## src/rtl/serial_adder_if.sv

```systemverilog
// Operand/result handshake bundle for the bit-serial adder.
// The adder sits on the slave side; whoever feeds operands and drains results is the master.
interface serial_adder_if #(
  parameter int unsigned WIDTH = 8
);
  logic             in_valid;
  logic             in_ready;
  logic [WIDTH-1:0] in_a;
  logic [WIDTH-1:0] in_b;
  logic             out_valid;
  logic             out_ready;
  logic [WIDTH-1:0] out_sum;
  logic             out_carry;
  logic             busy;

  modport slave (
    input  in_valid, in_a, in_b, out_ready,
    output in_ready, out_valid, out_sum, out_carry, busy
  );

  modport master (
    output in_valid, in_a, in_b, out_ready,
    input  in_ready, out_valid, out_sum, out_carry, busy
  );
endinterface

```

## src/rtl/serial_adder.sv

```systemverilog
// Bit-serial adder: latches two operands, adds them LSB-first one bit per clock with a
// registered carry, then holds the sum and carry-out until the result is taken.
module serial_adder #(
  parameter int unsigned WIDTH = 8
) (
  input logic           clk,
  input logic           rst_n,
  serial_adder_if.slave bus
);
  localparam int unsigned CntW = (WIDTH > 1) ? $clog2(WIDTH) : 1;

  typedef enum logic [1:0] {StIdle, StRun, StDone} state_e;

  state_e           r_state, w_state_d;
  logic [WIDTH-1:0] r_a, w_a_d;
  logic [WIDTH-1:0] r_b, w_b_d;
  logic [WIDTH-1:0] r_sum, w_sum_d;
  logic [WIDTH-1:0] r_out_sum, w_out_sum_d;
  logic             r_carry, w_carry_d;
  logic             r_out_carry, w_out_carry_d;
  logic [CntW-1:0]  r_cnt, w_cnt_d;
  logic             w_s;
  logic             w_last;

  assign w_s    = r_a[0] ^ r_b[0] ^ r_carry;
  assign w_last = (r_cnt == CntW'(WIDTH - 1));

  always_ff @(posedge clk) begin
    if (!rst_n) begin
      r_state     <= StIdle;
      r_a         <= '0;
      r_b         <= '0;
      r_sum       <= '0;
      r_out_sum   <= '0;
      r_carry     <= 1'b0;
      r_out_carry <= 1'b0;
      r_cnt       <= '0;
    end else begin
      r_state     <= w_state_d;
      r_a         <= w_a_d;
      r_b         <= w_b_d;
      r_sum       <= w_sum_d;
      r_out_sum   <= w_out_sum_d;
      r_carry     <= w_carry_d;
      r_out_carry <= w_out_carry_d;
      r_cnt       <= w_cnt_d;
    end
  end

  always_comb begin
    w_state_d     = r_state;
    w_a_d         = r_a;
    w_b_d         = r_b;
    w_sum_d       = r_sum;
    w_out_sum_d   = r_out_sum;
    w_carry_d     = r_carry;
    w_out_carry_d = r_out_carry;
    w_cnt_d       = r_cnt;
    case (r_state)
      StIdle: begin
        if (bus.in_valid) begin
          w_a_d     = bus.in_a;
          w_b_d     = bus.in_b;
          w_carry_d = 1'b0;
          w_cnt_d   = '0;
          w_state_d = StRun;
        end
      end
      StRun: begin
        w_carry_d = (r_a[0] & r_b[0]) | (r_carry & (r_a[0] ^ r_b[0]));
        // Sum bits enter at the MSB so after WIDTH steps bit 0 lands at position 0.
        w_sum_d   = (r_sum >> 1) | (WIDTH'(w_s) << (WIDTH - 1));
        w_a_d     = r_a >> 1;
        w_b_d     = r_b >> 1;
        w_cnt_d   = r_cnt + CntW'(1);
        if (w_last) begin
          // Output registers only change here, so they stay frozen through IDLE and RUN.
          w_out_sum_d   = w_sum_d;
          w_out_carry_d = w_carry_d;
          w_state_d     = StDone;
        end
      end
      StDone: begin
        if (bus.out_ready) w_state_d = StIdle;
      end
      default: w_state_d = StIdle;
    endcase
  end

  assign bus.in_ready  = (r_state == StIdle);
  assign bus.out_valid = (r_state == StDone);
  assign bus.busy      = (r_state != StIdle);
  assign bus.out_sum   = r_out_sum;
  assign bus.out_carry = r_out_carry;
endmodule
```

## src/flat_wrapper.sv

```systemverilog
// flat-port wrapper written by rule: the top's interface ports become plain ports
module serial_adder_flat 
#(
  parameter int unsigned WIDTH = 8
)
  (clk, rst_n, bus_in_valid, bus_in_a, bus_in_b, bus_out_ready, bus_in_ready, bus_out_valid, bus_out_sum, bus_out_carry, bus_busy);
  serial_adder_if #(.WIDTH(WIDTH)) bus_i ();
  input logic clk;
  input logic rst_n;
  input wire logic [$bits(bus_i.in_valid)-1:0] bus_in_valid;
  input wire logic [$bits(bus_i.in_a)-1:0] bus_in_a;
  input wire logic [$bits(bus_i.in_b)-1:0] bus_in_b;
  input wire logic [$bits(bus_i.out_ready)-1:0] bus_out_ready;
  output wire logic [$bits(bus_i.in_ready)-1:0] bus_in_ready;
  output wire logic [$bits(bus_i.out_valid)-1:0] bus_out_valid;
  output wire logic [$bits(bus_i.out_sum)-1:0] bus_out_sum;
  output wire logic [$bits(bus_i.out_carry)-1:0] bus_out_carry;
  output wire logic [$bits(bus_i.busy)-1:0] bus_busy;
  assign bus_i.in_valid = bus_in_valid;
  assign bus_i.in_a = bus_in_a;
  assign bus_i.in_b = bus_in_b;
  assign bus_i.out_ready = bus_out_ready;
  assign bus_in_ready = bus_i.in_ready;
  assign bus_out_valid = bus_i.out_valid;
  assign bus_out_sum = bus_i.out_sum;
  assign bus_out_carry = bus_i.out_carry;
  assign bus_busy = bus_i.busy;
  serial_adder #(.WIDTH(WIDTH)) u_core (.clk(clk), .rst_n(rst_n), .bus(bus_i));
endmodule
```

## config.mk

```make
export PLATFORM = sky130hd
export DESIGN_NAME = serial_adder_flat
export DESIGN_NICKNAME = d
export VERILOG_FILES = /design/src/rtl/serial_adder_if.sv /design/src/rtl/serial_adder.sv /design/src/flat_wrapper.sv
export SDC_FILE = /design/constraint.sdc
export NUM_CORES = 1
export LEC_CHECK = 0
export BUFFER_PORTS_ARGS = -buffer_cell sky130_fd_sc_hd__buf_2
export CORE_UTILIZATION = 45
export CTS_CLUSTER_SIZE = 40
export DETAILED_ROUTE_END_ITERATION = 8
export PLACE_DENSITY = 0.68
export RECOVER_POWER = 100
export SYNTH_ARGS = -nofsm -noshare
export SYNTH_HDL_FRONTEND = slang
export SYNTH_SLANG_ARGS = --single-unit
```

## constraint.sdc

```tcl
create_clock -name clk -period 1.45 [get_ports clk]
set_input_delay 0 -clock clk [delete_from_list [all_inputs] [get_ports clk]]
set_output_delay 0 -clock clk [all_outputs]
set_load 0.005 [all_outputs]
```

==> results of run 1 <==
==> flip-flops by register name, indices dropped and copies added (netlist names) <==
name and cells:
u_core.bus.out_carry 1, u_core.bus.out_sum 8, u_core.r_a 8, u_core.r_b 8, u_core.r_carry 1, u_core.r_cnt 3
u_core.r_state 2, u_core.r_sum 7
==> stage by stage <==
| stage | total power (µW) | util [%] |
|---|---|---|
| detailed placement | 1320 | 53.4 |
| CTS | 1920 | 60.5 |
| global placement | 1310 | 53.4 |
| finish | 1880 | 60.4 |
| floorplan | 1260 | - |
| global route | 1980 | 60.4 |
==> cells in the final DEF, fill, tap and decap left out <==
cell type / instances
or2_2: 1
a21boi_0: 9
and3b_2: 1
clkinv_2: 1
clkbuf_1: 10
nand2_1: 26
buf_6: 1
buf_4: 5
clkbuf_8: 1
clkbuf_2: 2
inv_1: 2
or3b_4: 1
fa_1: 1
clkbuf_4: 5
o22ai_1: 1
nand2b_1: 1
buf_2: 22
dfxtp_2: 2
nand4bb_1: 2
dlygate4sd3_1: 18
o211ai_1: 14
nand3_1: 19
o21ai_0: 19
o21a_1: 1
o21ai_1: 1
nor2_1: 2
ha_1: 2
dfxtp_1: 36
nand3b_1: 1
nor3b_1: 1
nor2b_1: 3
mux2i_1: 15
a21oi_1: 1
==> report_power, final <==
part / internal, µW / switching, µW
clock: 235 / 318
combinational: 116 / 104
sequential: 1080 / 25.7
total: 1440 / 447
==> layer usage <==
| layer | routed length, µm | up-vias | global-route usage, % |
|---|---|---|---|
| met4 | 54 | 0 | 9.52 |
| met2 | 1770 | 24 | 37.3 |
| met1 | 1420 | 652 | 20.4 |
| met3 | 92 | 7 | 4.35 |
| li1 | - | 726 | - |
| met5 | 0 | - | 0 |
==> path summary, 6_finish.rpt <==
| check | cells after the start | slack, ns | from | to |
|---|---|---|---|---|
| hold / removal | 3 | 0.22 | rst_n | u_core.r_b[0] |
| setup reg to reg | 4 | 0.14 | u_core.r_cnt[0] | u_core.r_state[1] |
| hold reg to reg | 2 | 0.46 | u_core.bus.out_sum[6] | u_core.bus.out_sum[6] |
| setup / recovery | 4 | 0.1 | u_core.r_state[0] | bus_in_ready |
==> kinds of logic (layout without fill, tap and decap cells) <==
family	after synthesis	in the layout
fa+ha+maj	3	3
mux	15	15
simple gates	58	58
compound gates	46	46
buf+inv	16	67
flops	38	38
==> layout make-up <==
| class | count | area [µm²] | share of cell area [%] |
|---|---|---|---|
| well taps | 46 | 57.6 | 2.81 |
| repair buffers | 57 | 383 | 18.7 |
| inverters | 2 | 7.51 | 0.367 |
| multi-input cells | 122 | 777 | 37.9 |
| clock inverters | 1 | 5.00 | 0.244 |
| flip-flops and latches | 38 | 763 | 37.3 |
| clock buffers | 7 | 55.1 | 2.69 |
==> critical path, delay by kind of cell (launching register included) <==
| family | cells | cell delay, ns |
|---|---|---|
| and+or+nand+nor | 1 | 0.32 |
| DFF | 1 | 0.37 |
| buffers and inverters | 3 | 0.34 |
==> repair_timing <==
| item | 4_1_cts | 5_1_grt |
|---|---|---|
| hold buffers | 18 | 0 |
| buffers inserted | 0 | 1 |
| gates resized for setup | 0 | 4 |
| setup endpoints to repair | 0 | 11 |
| endpoints found under the hold margin | 17 | 0 |
==> flow_summary.json, run 1 <==
{
  "dp_cells": 246,
  "synth_area_leaders": "dfxtp_1 47%, mux2i_1 9.3%, o211ai_1 6.5%",
  "async_reset_ff_share_pct": 0,
  "cts_buffers": 5,
  "drt-initial-drc-count": 64,
  "start_kind": "flip-flop",
  "synthesis.instances": 176,
  "n_fill_cell": 308,
  "hold_violations": 0,
  "grt_pass1_vias": 1300,
  "finalNetCount": 249,
  "antenna_found_initial": 0,
  "cts_tree": "done",
  "timing.hold.ws_ns": 0.220,
  "ant_nets": 0,
  "final_cells": 273,
  "grt_pass1_wl_um": 5440,
  "grt_usage_pct": 19.7,
  "avgSynthCellArea_um2": 9.14,
  "rsz0062_at_grt": "no",
  "final_max_slew_viol_count": 0,
  "clock-root-buffer": "clkbuf_4",
  "worst_pin_slew_ns": 0.437,
  "numPortBuffers": 31,
  "critical_path.max_stage_delay_ns": 0.37,
  "critPathRequiredTime_ns": 1.45,
  "area_growth_pct": 27.3,
  "die_y_um": 61.8,
  "setup_ws_ns": 0.0991,
  "rows": 21,
  "htreeDepth": 2,
  "dieArea_mm2": 0.00382,
  "dpl.hpwl_um": 2240,
  "drive_above_1_share_pct": 18.5,
  "synth_edf_count": 0,
  "clockBufferDepth": 2,
  "yosysSeqAreaShare_pct": 47.3,
  "synth_top_area_cell": "dfxtp_1",
  "io_pins": 32,
  "yosysTopAreaCellShare_pct": 47.3,
  "cp.arrival_ns": 1.35,
  "endpoint_kind": "output pin",
  "fmax_mhz": 740,
  "avgViaCountPerCell": 5.16,
  "ys_types": 26,
  "synth_xor_area_share_pct": 0,
  "yosys.area_share.adder_pct": 2.80,
  "max-vdd-ir-drop_uv": 624,
  "grt_max_degree": 50,
  "period_minus_slack_ns": 1.35,
  "synth_flop_cell": "dfxtp_1",
  "synth_top_family_by_area": "compound AO/OA/AOI/OAI gates",
  "clock_latency_ns": 0.33,
  "cp_max_fo": 16,
  "synth_compound_area_share_pct": 18.1,
  "antenna_cells": 0,
  "gp_congestion": 0.764,
  "synth_area_mm2": 0.00161,
  "synth.net_count": 199,
  "hp-class": "in2reg",
  "relSlewSlack_pct": 70.9,
  "cts.sinks": 38,
  "initial_core_util_pct": 47.5,
  "core_mm2": 0.00339,
  "run_status": "completed",
  "synth-seq-cells": 38,
  "drc_errors": 0,
  "setup_tns_ns": 0,
  "synthMostInstantiatedCell": "dfxtp_1",
  "slowest_stage": "dfxtp_2",
  "critical_path_class": "reg2out",
  "placed_cell_area_mm2": 0.00181,
  "via_count": 1409,
  "synthTopCellsByCount": "38 x dfxtp_1, 26 x nand2_1, 19 x nand3_1",
  "die_w_um": 61.8,
  "fin_skew_ns": 0.00752,
  "synth-simple-area-share_pct": 18.0,
  "muxShareOfSynthArea_pct": 9.33,
  "design_area_mm2": 0.00205,
  "p_per_area_mw_per_mm2": 919,
  "cp_cell_sequence": "buf_6 > or2_2 > inv_1 > buf_2",
  "yosysWarnings": 0,
  "cap_violations": 0,
  "first_pass_iters": 4,
  "wl_per_cell_um": 12.2,
  "fin_crit_sh_pct": 93.2,
  "wl_um": 3330,
  "post-place-ws_ns": 0.0704,
  "setup-violations-final": 0,
  "grt_overflow": 0,
  "p_leak_uw": 0.000830,
  "clk_pin_slew_ns": 0.10
}
Note: power is estimated with default switching activity, not from simulation.
==> inputs of run 2 (changes only) <==
- BUFFER_PORTS_ARGS: -buffer_cell sky130_fd_sc_hd__buf_2 -> default
- DONT_BUFFER_PORTS: default -> 1
- PLACE_DENSITY: 0.68 -> 0.61
==> flow_summary.json, run 2 (synthesis results as in run 1) <==
{
  "cp.arrival_ns": 1.32,
  "start_kind": "flip-flop",
  "switchingPower_uw": 494,
  "sw_frac_of_total_pct": 24.2,
  "clk_pin_slew_ns": 0.11,
  "fmax_mhz": 756,
  "post-place-ws_ns": 0.0661,
  "critical_path_class": "reg2out",
  "setup_tns_ns": 0,
  "final_cells": 244,
  "seq_area_um2": 761,
  "clockBufferDepth": 2,
  "hold_violations": 0,
  "period_minus_slack_ns": 1.32,
  "rows": 21,
  "rsz0062_at_grt": "no",
  "dp_cells": 215,
  "grt_pass1_wl_um": 5420,
  "setup_ws_ns": 0.127,
  "core_mm2": 0.00339,
  "clock_latency_ns": 0.35,
  "run_status": "completed",
  "die_y_um": 61.8,
  "drt-initial-drc-count": 43,
  "cts.sinks": 38,
  "avgViaCountPerCell": 5.45,
  "design_area_mm2": 0.00195,
  "drc_errors": 0,
  "fin_crit_sh_pct": 91.2,
  "htreeDepth": 2,
  "grt_pass1_vias": 1210,
  "wl_um": 3300,
  "gp_congestion": 0.734,
  "numPortBuffers": 0,
  "grt_usage_pct": 20.0,
  "cap_violations": 0,
  "internal_power_uw": 1550,
  "clock-root-buffer": "clkbuf_4",
  "first_pass_iters": 4,
  "seqPwrFrac_pct": 54.3,
  "worst_pin_slew_ns": 0.331,
  "finalNetCount": 220,
  "combPwrFrac_pct": 9.9,
  "p_leak_uw": 0.000745,
  "final_max_slew_viol_count": 0,
  "max-vdd-ir-drop_uv": 636,
  "p_clk_share_pct": 35.8,
  "cp_max_fo": 17,
  "grt_max_degree": 50,
  "final_common_cell": "dfxtp_1",
  "n_fill_cell": 296,
  "antenna_found_initial": 0,
  "p_per_area_mw_per_mm2": 1050,
  "critPathRequiredTime_ns": 1.45,
  "wl_per_cell_um": 13.5,
  "placed_cell_area_mm2": 0.00165,
  "endpoint_kind": "output pin",
  "drive_above_1_share_pct": 10.1,
  "ant_nets": 0,
  "area_growth_pct": 21.2,
  "cts_buffers": 5,
  "fin_skew_ns": 0.0125,
  "io_pins": 32,
  "via_count": 1330,
  "grt_overflow": 0,
  "antenna_cells": 0,
  "dpl.hpwl_um": 2130,
  "setup-violations-final": 0,
  "cts_tree": "done",
  "die_w_um": 61.8,
  "hp-class": "in2reg",
  "dieArea_mm2": 0.00382,
  "initial_core_util_pct": 47.5,
  "relSlewSlack_pct": 78.0,
  "multi_input_area_um2": 777,
  "timing.hold.ws_ns": 0.0885,
  "final_cell_mix": "38 x dfxtp_1, 26 x nand2_1, 19 x nand3_1, 19 x o21ai_0, 19 x dlygate4sd3_1"
}
## run 2: changes by cell type in the layout (fill, tap and decap cells not counted), moves of 2 or more
cell	before	now
buf_2	22	0
dfxtp_2	2	0
dfxtp_1	36	38
clkinvlp_4	0	2
clkbuf_1	10	0
## run 2: power groups by stage
stage / logic [µW] / registers, µW / clock network [µW]
after floorplan: 130 / 1130 / 0
after global placement: 135 / 1130 / 0
after detailed placement: 141 / 1130 / 0
after CTS: 207 / 1110 / 748
after global routing: 226 / 1110 / 784
final: 201 / 1110 / 731
## run 2: what timing repair did
item / 4_1_cts / 5_1_grt
setup endpoints to repair: 0 / 6
buffers inserted: 0 / 1
hold buffers: 20 / 0
endpoints found under the hold margin: 38 / 0
gates resized for setup: 0 / 1
## run 2: through the flow
step	power, µW	util [%]
4_1_cts	2060	57.4
2_1_floorplan	1260	-
3_5_place_dp	1270	48.8
5_1_grt	2120	57.5
3_3_place_gp	1260	48.8
6_report	2040	57.5
## run 2: worst paths after layout
path              slack (ns)  cells past startpoint                     to                  start
hold / removal          0.09                      2          u_core.r_b[4]                  rst_n
setup reg to reg        0.13                      4      u_core.r_state[1]        u_core.r_cnt[0]
setup / recovery        0.13                      3           bus_in_ready      u_core.r_state[0]
hold reg to reg         0.48                      2  u_core.bus.out_sum[2]  u_core.bus.out_sum[2]
## run 2: area by class of cell
class                           count  share of cell area, %
Sequential cell                    38                   39.0
Multi-Input combinational cell    122                   39.8
Timing Repair Buffer               28                   13.6
Clock buffer                        5                   1.92
Tap cell                           46                   2.95
Inverter                            2                  0.385
Clock inverter                      3                   2.31
## run 2: per-layer routing
layer,track usage [%],wire (µm),vias up
li1,-,-,671
met1,23.8,1500,627
met2,34.6,1620,26
met3,5.80,127,6
met4,6.67,45,0
met5,0,0,-
## run 2: worst max-delay path, stage by stage, from the launching register on
cell     delay [ns]
dfxtp_1        0.34
buf_4          0.22
or2_2          0.34
inv_1          0.08
==> inputs of run 3 (changes only) <==
- PLACE_DENSITY: 0.61 -> default
- PLACE_DENSITY_LB_ADDON: default -> 0.3
==> flow_summary.json, run 3 (synthesis results as in run 1) <==
{
  "slowest_stage": "dfxtp_1",
  "die_w_um": 61.8,
  "clk_pin_slew_ns": 0.12,
  "hp-class": "in2reg",
  "post-place-ws_ns": 0.0670,
  "p_per_area_mw_per_mm2": 973,
  "combPwrFrac_pct": 10.8,
  "ant_nets": 0,
  "multi_input_area_um2": 777,
  "hold_end": "u_core.r_a[4]",
  "fmax_mhz": 757,
  "run_status": "completed",
  "antenna_cells": 0,
  "gp_congestion": 0.719,
  "setup_ws_ns": 0.129,
  "grt_usage_pct": 20.7,
  "dieArea_mm2": 0.00382,
  "power_uw": 1890,
  "rr_worst_depth": 6,
  "p_leak_uw": 0.000748,
  "period_minus_slack_ns": 1.32,
  "hold_start": "rst_n",
  "rsz0062_at_grt": "no",
  "hold_violations": 0,
  "clock-root-buffer": "clkbuf_4",
  "cp.arrival_ns": 1.32,
  "grt_pass1_wl_um": 5530,
  "fin_skew_ns": 0.0143,
  "seq_area_um2": 761,
  "drive_above_1_share_pct": 10.0,
  "cts_buffers": 5,
  "timing.hold.ws_ns": 0.0728,
  "n_fill_cell": 305,
  "area_growth_pct": 20.5,
  "worstHoldPathCells": 2,
  "core_mm2": 0.00339,
  "htreeDepth": 2,
  "setup-violations-final": 0,
  "drc_errors": 0,
  "seqPwrFrac_pct": 58.8,
  "drt-initial-drc-count": 64,
  "p_clk_share_pct": 30.4,
  "io_pins": 32,
  "start_kind": "flip-flop",
  "via_count": 1327,
  "r2r-start": "u_core.r_cnt[0]",
  "wl_per_cell_um": 13.9,
  "final_cell_mix": "38 x dfxtp_1, 26 x nand2_1, 19 x nand3_1, 19 x dlygate4sd3_1, 18 x o21ai_0",
  "internal_power_uw": 1420,
  "relSlewSlack_pct": 77.6,
  "cp_cell_sequence": "buf_4 > or2_2 > inv_1",
  "critPathRequiredTime_ns": 1.45,
  "dpl.hpwl_um": 2180,
  "numPortBuffers": 0,
  "critical_path.max_stage_delay_ns": 0.34,
  "final_max_slew_viol_count": 0,
  "cts_tree": "done",
  "rows": 21,
  "cap_violations": 0,
  "wl_um": 3410,
  "initial_core_util_pct": 47.5,
  "antenna_found_initial": 0,
  "die_y_um": 61.8,
  "finalNetCount": 222,
  "grt_overflow": 0,
  "final_cells": 246,
  "rrSetupSlack_ns": 0.13,
  "worst_pin_slew_ns": 0.335,
  "final_common_cell": "dfxtp_1",
  "clock_latency_ns": 0.35,
  "max-vdd-ir-drop_uv": 783,
  "sw_frac_of_total_pct": 24.6,
  "cp_max_fo": 17,
  "clockBufferDepth": 2,
  "fin_crit_sh_pct": 91.1,
  "switchingPower_uw": 465,
  "rr_endpoint": "u_core.bus.out_sum[6]",
  "grt_max_degree": 50,
  "critical_path_class": "reg2out",
  "endpoint_kind": "output pin",
  "avgViaCountPerCell": 5.39,
  "first_pass_iters": 4,
  "setup_tns_ns": 0,
  "grt_pass1_vias": 1324,
  "cts.sinks": 38,
  "dp_cells": 216
}
-- run 3: power groups by stage --
stage / combinational [µW] / clock (µW) / sequential, µW
floorplan: 130 / 0 / 1130
global placement: 137 / 0 / 1130
detailed placement: 143 / 0 / 1130
CTS: 209 / 598 / 1110
global route: 226 / 631 / 1110
finish: 204 / 573 / 1110
-- run 3: per-layer routing --
metal | track usage [%] | vias up | wire length [µm]
met2 | 36.9 | 35 | 1660
met4 | 10.2 | 0 | 70
met5 | 0 | - | 0
li1 | - | 671 | -
met1 | 21.8 | 617 | 1540
met3 | 7.25 | 4 | 149
-- run 3: worst max path at each step --
stage / startpoint / endpoint / cells past startpoint / slack (ns)
floorplan: u_core.r_cnt[0] / u_core.r_state[1] / 5 / 0.18
global placement: u_core.r_cnt[0] / u_core.bus.out_carry / 5 / 0.16
detailed placement: u_core.r_cnt[0] / u_core.bus.out_carry / 5 / 0.07
CTS: u_core.r_cnt[0] / u_core.bus.out_carry / 5 / 0.05
global route: u_core.r_state[0] / u_core.r_sum[2] / 5 / 0.04
finish: u_core.r_state[0] / bus_in_ready / 3 / 0.13
-- run 3: area by class of cell --
type                    count  share of cell area, %
multi-input cells         122                   40.1
flip-flops and latches     38                   39.2
repair buffers             30                   14.3
well taps                  46                   2.97
clock buffers               7                   2.84
inverters                   2                  0.387
clock inverters             1                  0.258
-- run 3: repair_timing --
action / in CTS / in global routing
resized for setup: 0 / 1
buffers inserted: 0 / 2
endpoints found under the hold margin: 38 / 0
hold buffers: 20 / 0
endpoints found under the setup margin: 0 / 9
-- run 3: metrics by stage --
step	cell area [µm²]	util, %
6_report	1940	57.2
4_1_cts	1930	57.0
2_1_floorplan	1610	-
3_5_place_dp	1660	49.0
3_3_place_gp	1660	49.0
5_1_grt	1940	57.2
-- run 3: critical path: cells and delay by family, from the launching register on --
kind,cells,cell delay (ns)
buf+inv,2,0.29
simple gates,1,0.34
flops,1,0.34
